$ cat src/rtl/morse_defs.vh
// Symbol codes and FSM state encodings shared by the Morse sequencer files.
`ifndef MORSE_DEFS_VH
`define MORSE_DEFS_VH

`define SYM_END   2'b00
`define SYM_DOT   2'b01
`define SYM_DASH  2'b10
`define SYM_GAP   2'b11

`define ST_IDLE   3'd0
`define ST_LOAD   3'd1
`define ST_MARK   3'd2
`define ST_SPACE  3'd3
`define ST_FIN    3'd4

`endif

$ cat src/rtl/morse_seq_module_pkg.sv
// Typed constants and sizing helpers for the Morse sequencer, built on morse_defs.vh.
`ifndef MORSE_DEFS_VH
`include "morse_defs.vh"
`endif

package morse_seq_module_pkg;

    typedef logic [1:0] sym_t;
    typedef logic [2:0] state_t;

    localparam sym_t SYM_END  = `SYM_END;
    localparam sym_t SYM_DOT  = `SYM_DOT;
    localparam sym_t SYM_DASH = `SYM_DASH;
    localparam sym_t SYM_GAP  = `SYM_GAP;

    localparam state_t ST_IDLE  = `ST_IDLE;
    localparam state_t ST_LOAD  = `ST_LOAD;
    localparam state_t ST_MARK  = `ST_MARK;
    localparam state_t ST_SPACE = `ST_SPACE;
    localparam state_t ST_FIN   = `ST_FIN;

    function automatic int max_units(input int a, input int b, input int c, input int d);
        int m;
        m = a;
        if (b > m) m = b;
        if (c > m) m = c;
        if (d > m) m = d;
        return m;
    endfunction

    // Unit counter never narrower than 3 bits, widened only for long elements.
    function automatic int unit_cnt_width(input int max_u);
        return (max_u > 7) ? $clog2(max_u + 1) : 3;
    endfunction

endpackage

$ cat src/rtl/morse_seq_module_unit_tick.sv
// Cycle/unit timebase: cycle counter wraps every T_UNIT clocks, unit counter counts wraps.
module unit_tick_module #(
    parameter int T_UNIT = 25_000_000,
    parameter int UNIT_W = 3
) (
    input  logic              CLK,
    input  logic              RST_n,
    input  logic              Clr,
    output logic              Unit_Tick,
    output logic [UNIT_W-1:0] Unit_Cnt
);

    localparam int CW = $clog2(T_UNIT);

    logic [CW-1:0] cyc;

    assign Unit_Tick = (cyc == CW'(T_UNIT - 1));

    always_ff @(posedge CLK or negedge RST_n) begin
        if (!RST_n) begin
            cyc      <= '0;
            Unit_Cnt <= '0;
        end else if (Clr) begin
            cyc      <= '0;
            Unit_Cnt <= '0;
        end else if (Unit_Tick) begin
            cyc      <= '0;
            Unit_Cnt <= Unit_Cnt + UNIT_W'(1);
        end else begin
            cyc <= cyc + CW'(1);
        end
    end

endmodule

$ cat src/rtl/morse_seq_module.sv
// Morse playback sequencer: plays packed DOT/DASH/GAP symbols on Pin_Out.
// Optional MORSE_REPEAT_EN adds a Repeat input that loops the message.
module morse_seq_module
    import morse_seq_module_pkg::*;
#(
    parameter int T_UNIT      = 25_000_000,
    parameter int DEPTH       = 16,
    parameter int DOT_UNITS   = 2,
    parameter int DASH_UNITS  = 6,
    parameter int SPACE_UNITS = 1,
    parameter int GAP_UNITS   = 3
) (
    input  logic               CLK,
    input  logic               RST_n,
    input  logic               Start,
    input  logic               Abort,
    input  logic [2*DEPTH-1:0] Msg,
`ifdef MORSE_REPEAT_EN
    input  logic               Repeat,
`endif
    output logic               Pin_Out,
    output logic               Busy,
    output logic               Done
);

    localparam int UNIT_W = unit_cnt_width(max_units(DOT_UNITS, DASH_UNITS, SPACE_UNITS, GAP_UNITS));
    localparam int IDX_W  = $clog2(DEPTH + 1);

    state_t             state, nxt;
    logic [2*DEPTH-1:0] shreg, shreg_nxt;
    logic [IDX_W-1:0]   idx, idx_nxt;
    logic [UNIT_W-1:0]  units, units_nxt;
    logic [UNIT_W-1:0]  unit_cnt;
    logic               unit_tick;
    logic               clr;
    logic               expire;
    logic               load_sym;
    sym_t               sym;
`ifdef MORSE_REPEAT_EN
    logic [2*DEPTH-1:0] msg_copy;
    logic               rewind, rewind_nxt;
`endif

    unit_tick_module #(
        .T_UNIT (T_UNIT),
        .UNIT_W (UNIT_W)
    ) u_tick (
        .CLK       (CLK),
        .RST_n     (RST_n),
        .Clr       (clr),
        .Unit_Tick (unit_tick),
        .Unit_Cnt  (unit_cnt)
    );

    // Last cycle of the current element's final unit.
    assign expire = unit_tick && (unit_cnt == units - UNIT_W'(1));

    always_comb begin
        nxt       = state;
        shreg_nxt = shreg;
        idx_nxt   = idx;
        units_nxt = units;
        load_sym  = 1'b0;
        sym       = shreg[1:0];
`ifdef MORSE_REPEAT_EN
        rewind_nxt = rewind;
`endif
        case (state)
            ST_IDLE: begin
                if (Start && !Abort) begin
                    nxt       = ST_LOAD;
                    shreg_nxt = Msg;
                    idx_nxt   = '0;
                end
            end
            ST_LOAD: load_sym = 1'b1;
            ST_MARK: begin
                if (expire) begin
                    nxt       = ST_SPACE;
                    units_nxt = UNIT_W'(SPACE_UNITS);
                end
            end
            ST_SPACE: begin
                if (expire) begin
                    load_sym = 1'b1;
`ifdef MORSE_REPEAT_EN
                    if (rewind) begin
                        shreg_nxt  = msg_copy;
                        idx_nxt    = '0;
                        sym        = msg_copy[1:0];
                        rewind_nxt = 1'b0;
                    end else begin
                        shreg_nxt = shreg >> 2;
                        idx_nxt   = idx + IDX_W'(1);
                        sym       = shreg[3:2];
                    end
`else
                    shreg_nxt = shreg >> 2;
                    idx_nxt   = idx + IDX_W'(1);
                    sym       = shreg[3:2];
`endif
                end
            end
            ST_FIN: begin
`ifdef MORSE_REPEAT_EN
                if (Repeat) begin
                    nxt        = ST_SPACE;
                    units_nxt  = UNIT_W'(GAP_UNITS);
                    rewind_nxt = 1'b1;
                end else begin
                    nxt = ST_IDLE;
                end
`else
                nxt = ST_IDLE;
`endif
            end
            default: nxt = ST_IDLE;
        endcase

        if (load_sym) begin
            if (idx_nxt == IDX_W'(DEPTH)) begin
                nxt = ST_FIN;
            end else begin
                case (sym)
                    SYM_DOT:  begin nxt = ST_MARK;  units_nxt = UNIT_W'(DOT_UNITS);  end
                    SYM_DASH: begin nxt = ST_MARK;  units_nxt = UNIT_W'(DASH_UNITS); end
                    SYM_GAP:  begin nxt = ST_SPACE; units_nxt = UNIT_W'(GAP_UNITS);  end
                    default:  nxt = ST_FIN;
                endcase
            end
        end

        if (state != ST_IDLE && Abort) nxt = ST_IDLE;

        // Every element entry (including SPACE->SPACE) starts on a fresh unit.
        clr = (nxt != state) || expire;
    end

    always_ff @(posedge CLK or negedge RST_n) begin
        if (!RST_n) begin
            state   <= ST_IDLE;
            shreg   <= '0;
            idx     <= '0;
            units   <= '0;
            Pin_Out <= 1'b0;
            Busy    <= 1'b0;
            Done    <= 1'b0;
        end else begin
            state   <= nxt;
            shreg   <= shreg_nxt;
            idx     <= idx_nxt;
            units   <= units_nxt;
            Pin_Out <= (nxt == ST_MARK);
            Busy    <= (nxt != ST_IDLE);
            Done    <= (nxt == ST_FIN);
        end
    end

`ifdef MORSE_REPEAT_EN
    always_ff @(posedge CLK or negedge RST_n) begin
        if (!RST_n) begin
            msg_copy <= '0;
            rewind   <= 1'b0;
        end else begin
            if (state == ST_IDLE && nxt == ST_LOAD) msg_copy <= Msg;
            rewind <= (nxt == ST_IDLE) ? 1'b0 : rewind_nxt;
        end
    end
`endif

endmodule

$ cat config.mk
export PLATFORM = sky130hd
export DESIGN_NAME = morse_seq_module
export DESIGN_NICKNAME = d
export VERILOG_FILES = /design/src/rtl/morse_seq_module_pkg.sv /design/src/rtl/morse_seq_module_unit_tick.sv /design/src/rtl/morse_seq_module.sv
export VERILOG_INCLUDE_DIRS = /design/src /design/src/rtl
export SDC_FILE = /design/constraint.sdc
export NUM_CORES = 1
export LEC_CHECK = 0
export ABC_AREA = 1
export CAP_MARGIN = 20
export CORE_ASPECT_RATIO = 0.5
export CORE_UTILIZATION = 45
export DETAILED_ROUTE_END_ITERATION = 6
export PLACE_DENSITY = 0.72
export SYNTH_ARGS = -nofsm -noshare
export SYNTH_HDL_FRONTEND = slang
export SYNTH_HIERARCHICAL = 1
export SYNTH_SLANG_ARGS = --single-unit
export TNS_END_PERCENT = 10
$ cat constraint.sdc
create_clock -name CLK -period 2.75 [get_ports CLK]
set_input_delay 0.4125 -clock CLK [delete_from_list [all_inputs] [get_ports CLK]]
set_output_delay 0.4125 -clock CLK [all_outputs]
set_load 0.03 [all_outputs]
==> flow_metrics.env <==
export IMPL_first_pass_iters=7
export IMPL_regToRegSetupSlack_ns=-0.19
export IMPL_hold_viol_final=0
export IMPL_worstMarginPinSlew_ns=0.932
export IMPL_synth_top_area_share_pct=44.6
export IMPL_ys_async_sr_fraction_pct=100
export IMPL_cts_htree_levels=3
export IMPL_final_cells=756
export IMPL_rows=24
export IMPL_grt_met2_usage_pct=36.0
export IMPL_via_count=3763
export IMPL_drv_cap=0
export IMPL_syn_inst=537
export IMPL_min_period_ns=2.94
export IMPL_grt_pass1_wl_um=16400
export IMPL_crit_path_top_delay_cell="dfrtp_1"
export IMPL_cp_cell_sequence="inv_1, nand2_1, nor2_1, and2_4, nand3_4, inv_4, nand3_4, nor2_8, nand2_4, nor2_4, nand2_2, nand2_4, nor2_4, nand3_4, nand3_2, nand2_2, a21oi_1, nor2_1, nand2_2, nor2_4, clkbuf_16, nand2_1, nor2_1"
export IMPL_drt_initial_drc_count=289
export IMPL_crit_end="u_tick/cyc[14]"
export IMPL_insertion_delay_ns=0.34
export IMPL_fin_crit_sh_pct=107
export IMPL_seq_area_frac_synth_pct=44.6
export IMPL_overflow=0
export IMPL_synth_ff_type="dfrtp_1"
export IMPL_setup_violations=28
export IMPL_max_freq_mhz=340
export IMPL_ir_drop_v=0.000413
export IMPL_critPathKind="register to register"
export IMPL_worst_r2r_cell_count=23
export IMPL_drive_above_1_share_pct=23.0
export IMPL_core_area_mm2=0.00883
export IMPL_final_nets=674
export IMPL_synth_distinct_cells=35
export IMPL_syn_mean_instance_area_um2=7.73
export IMPL_gr_usage_met3_pct=6.83
export IMPL_cp_max_fo=7
export IMPL_drv_slew=0
export IMPL_cp_start_kind="register"
export IMPL_fin_util_pct=63.2
export IMPL_cts_made_buffers=9
export IMPL_die_area_mm2=0.00963
export IMPL_setup_slack_ns=-0.193
export IMPL_grtUsageTotal_pct=22.2
export IMPL_timing_setup_tns_ns=-3.23
export IMPL_yosysTopAreaCell="dfrtp_1"
export IMPL_finalPower_mw=4.72
export IMPL_worst_path_buf_inv=3
export IMPL_port_buffers=38
export IMPL_arrival_ns=3.21
export IMPL_yosysWarningCount=6
export IMPL_placed_cell_area_mm2=0.00501
export IMPL_violations="DRC, setup timing"
export IMPL_ios=39
export IMPL_path_delay_family="simple AND/OR/NAND/NOR gates"
export IMPL_rsz0062_at_grt="yes"
export IMPL_syn_area_mm2=0.00415
export IMPL_dp_cells=730
export IMPL_worstHoldPathType="input pin to async pin"
export IMPL_place_hpwl_um=6570
export IMPL_startpoint="u_tick/cyc[15]"
export IMPL_clockBufferDepth=2
export IMPL_wl_per_cell_um=13.1
export IMPL_gp_congestion=0.934
export IMPL_die_w_um=138
export IMPL_cp_depth=23
export IMPL_end_kind="register"
export IMPL_antenna_cells=0
export IMPL_synthTopCellsByArea="dfrtp_1 45%, nand2_1 13%, nor2_1 6.9%, inv_1 5.9%, o211ai_1 5.1%"
export IMPL_r2r_end="u_tick/cyc[14]"
export IMPL_grt_util_met1_pct=29.1
export IMPL_p_leak_nw=2.53
export IMPL_ctsRootBufferMaster="clkbuf_16"
export IMPL_drc=3
export IMPL_status="complete, but fails checks"
export IMPL_syn_nets=577
export IMPL_start_util_pct=47.0
export IMPL_power_density_mw_per_mm2=846
export IMPL_area_delta_synth_final_pct=34.4
export IMPL_max_stage_delay_ns=0.38
export IMPL_cts_sinks=74
export IMPL_die_h_um=69.9
export IMPL_whs_ns=0.199
export IMPL_viasPerCell=4.98
export IMPL_grt_max_degree=75
export IMPL_r2r_start="u_tick/cyc[15]"
export IMPL_cp_required_ns=3.02
export IMPL_skew_ns=0.0110
export IMPL_grt_busiest_layer="met2"
export IMPL_final_area_mm2=0.00558
export IMPL_ys_ff_latch=74
export IMPL_slew_headroom_pct=37.9
export IMPL_antenna_found_initial=0
export IMPL_drt_total_wl_um=9920
export IMPL_place_ws_ns=-0.183
export IMPL_cts_clk_slew_worst_paths_ns=0.06
export IMPL_cts_tree="done"
export IMPL_ant_nets=0
export IMPL_grt_pass1_vias=3579
export IMPL_hold_buffers=0
export IMPL_synth_edf_count=0
worst reg2reg max path: stages (launching register included):
cell	delay, ns
dfrtp_1	0.38
inv_1	0.07
nand2_1	0.05
nor2_1	0.17
and2_4	0.19
nand3_4	0.09
inv_4	0.07
nand3_4	0.08
nor2_8	0.16
nand2_4	0.09
nor2_4	0.19
nand2_2	0.10
nand2_4	0.09
nor2_4	0.04
nand3_4	0.11
nand3_2	0.09
nand2_2	0.09
a21oi_1	0.07
nor2_1	0.15
nand2_2	0.10
nor2_4	0.18
clkbuf_16	0.18
nand2_1	0.05
nor2_1	0.08
cell usage in the layout, fill, tap and decap left out, types with 2 or more instances in the layout:
| cell type | count |
|---|---|
| nand2_2 | 17 |
| nor2_4 | 5 |
| nor2_2 | 12 |
| xor2_1 | 6 |
| nand3_4 | 6 |
| bufinv_16 | 3 |
| clkbuf_16 | 10 |
| nand2_1 | 128 |
| nand2_4 | 5 |
| clkdlybuf4s50_1 | 37 |
| nand4_1 | 5 |
| ha_1 | 3 |
| nand3_1 | 29 |
| nor3_1 | 3 |
| clkinv_4 | 3 |
| nor2_1 | 69 |
| a21oi_1 | 4 |
| o21ai_0 | 31 |
| inv_2 | 5 |
| buf_4 | 59 |
| inv_1 | 64 |
| nand3_2 | 8 |
| dfrtp_1 | 74 |
| and2_4 | 2 |
| xnor2_1 | 6 |
| o211ai_1 | 28 |
kinds of logic (layout without fill, tap and decap cells):
family | count (synthesis) | in the layout | share of synthesized area (%)
AND/OR/NAND/NOR | 292 | 293 | 33.0
buffers and inverters | 85 | 186 | 8.11
flip-flops | 74 | 74 | 44.6
AO/OA/AOI/OAI | 69 | 69 | 10.3
XOR/XNOR | 12 | 12 | 2.53
adder cells (fa/ha/maj) | 4 | 4 | 1.21
multiplexers | 1 | 1 | 0.271
where the power goes:
part / internal (mW) / switching [mW]
registers: 1.38 / 0.131
clock network: 0.895 / 0.486
logic: 0.761 / 1.06
registers in the layout, indices dropped and copies added (netlist names):
name             cells
u_tick/Unit_Cnt      3
Busy                 1
shreg               32
Done                 1
u_tick/cyc          25
units                3
state                3
Pin_Out              1
idx                  5
layer usage:
metal / wire length (um) / share of wire (%)
met1: 4570 / 46
met2: 4730 / 48
met3: 441 / 4.4
met4: 173 / 1.7
met5: 0 / 0
worst min-delay path by stage:
stage	from	endpoint	slack, ns
6_report	RST_n	u_tick/cyc[23]	0.20
3_5_place_dp	units[1]	units[1]	0.48
3_3_place_gp	units[1]	units[1]	0.46
5_1_grt	RST_n	u_tick/cyc[14]	0.31
4_1_cts	RST_n	u_tick/cyc[9]	0.26
2_1_floorplan	RST_n	Busy	0.12
synthesized netlist by cell type, types with 2 or more instances:
cell / number
dfrtp_1: 74
nand2_2: 8
nor2_1: 76
nor2_4: 5
xnor2_1: 6
nand2_4: 3
ha_1: 4
and2_1: 2
nor3_1: 3
buf_2: 4
nand3_4: 4
a21oi_1: 5
o211ai_1: 28
inv_2: 5
inv_1: 65
nand4_1: 5
nor2_2: 5
o21ai_0: 32
nand3_2: 5
nand3_1: 33
clkbuf_1: 8
xor2_1: 6
nand2_1: 139
what timing repair did:
| item | CTS | global route |
|---|---|---|
| pin swaps | 3 | 19 |
| buffers inserted | 1 | 7 |
| gates resized for setup | 4 | 31 |
| gates cloned | 0 | 2 |
| setup endpoints to repair | 28 | 30 |
layout make-up:
class,instances,area (um2)
multi-input combinational,379,2080
fill,753,3250
sequential,74,1850
tap,117,146
clock inverter,7,126
timing repair buffer,99,870
inverter,71,274
clock buffer,9,225
Power figures use the tool's default switching activity.
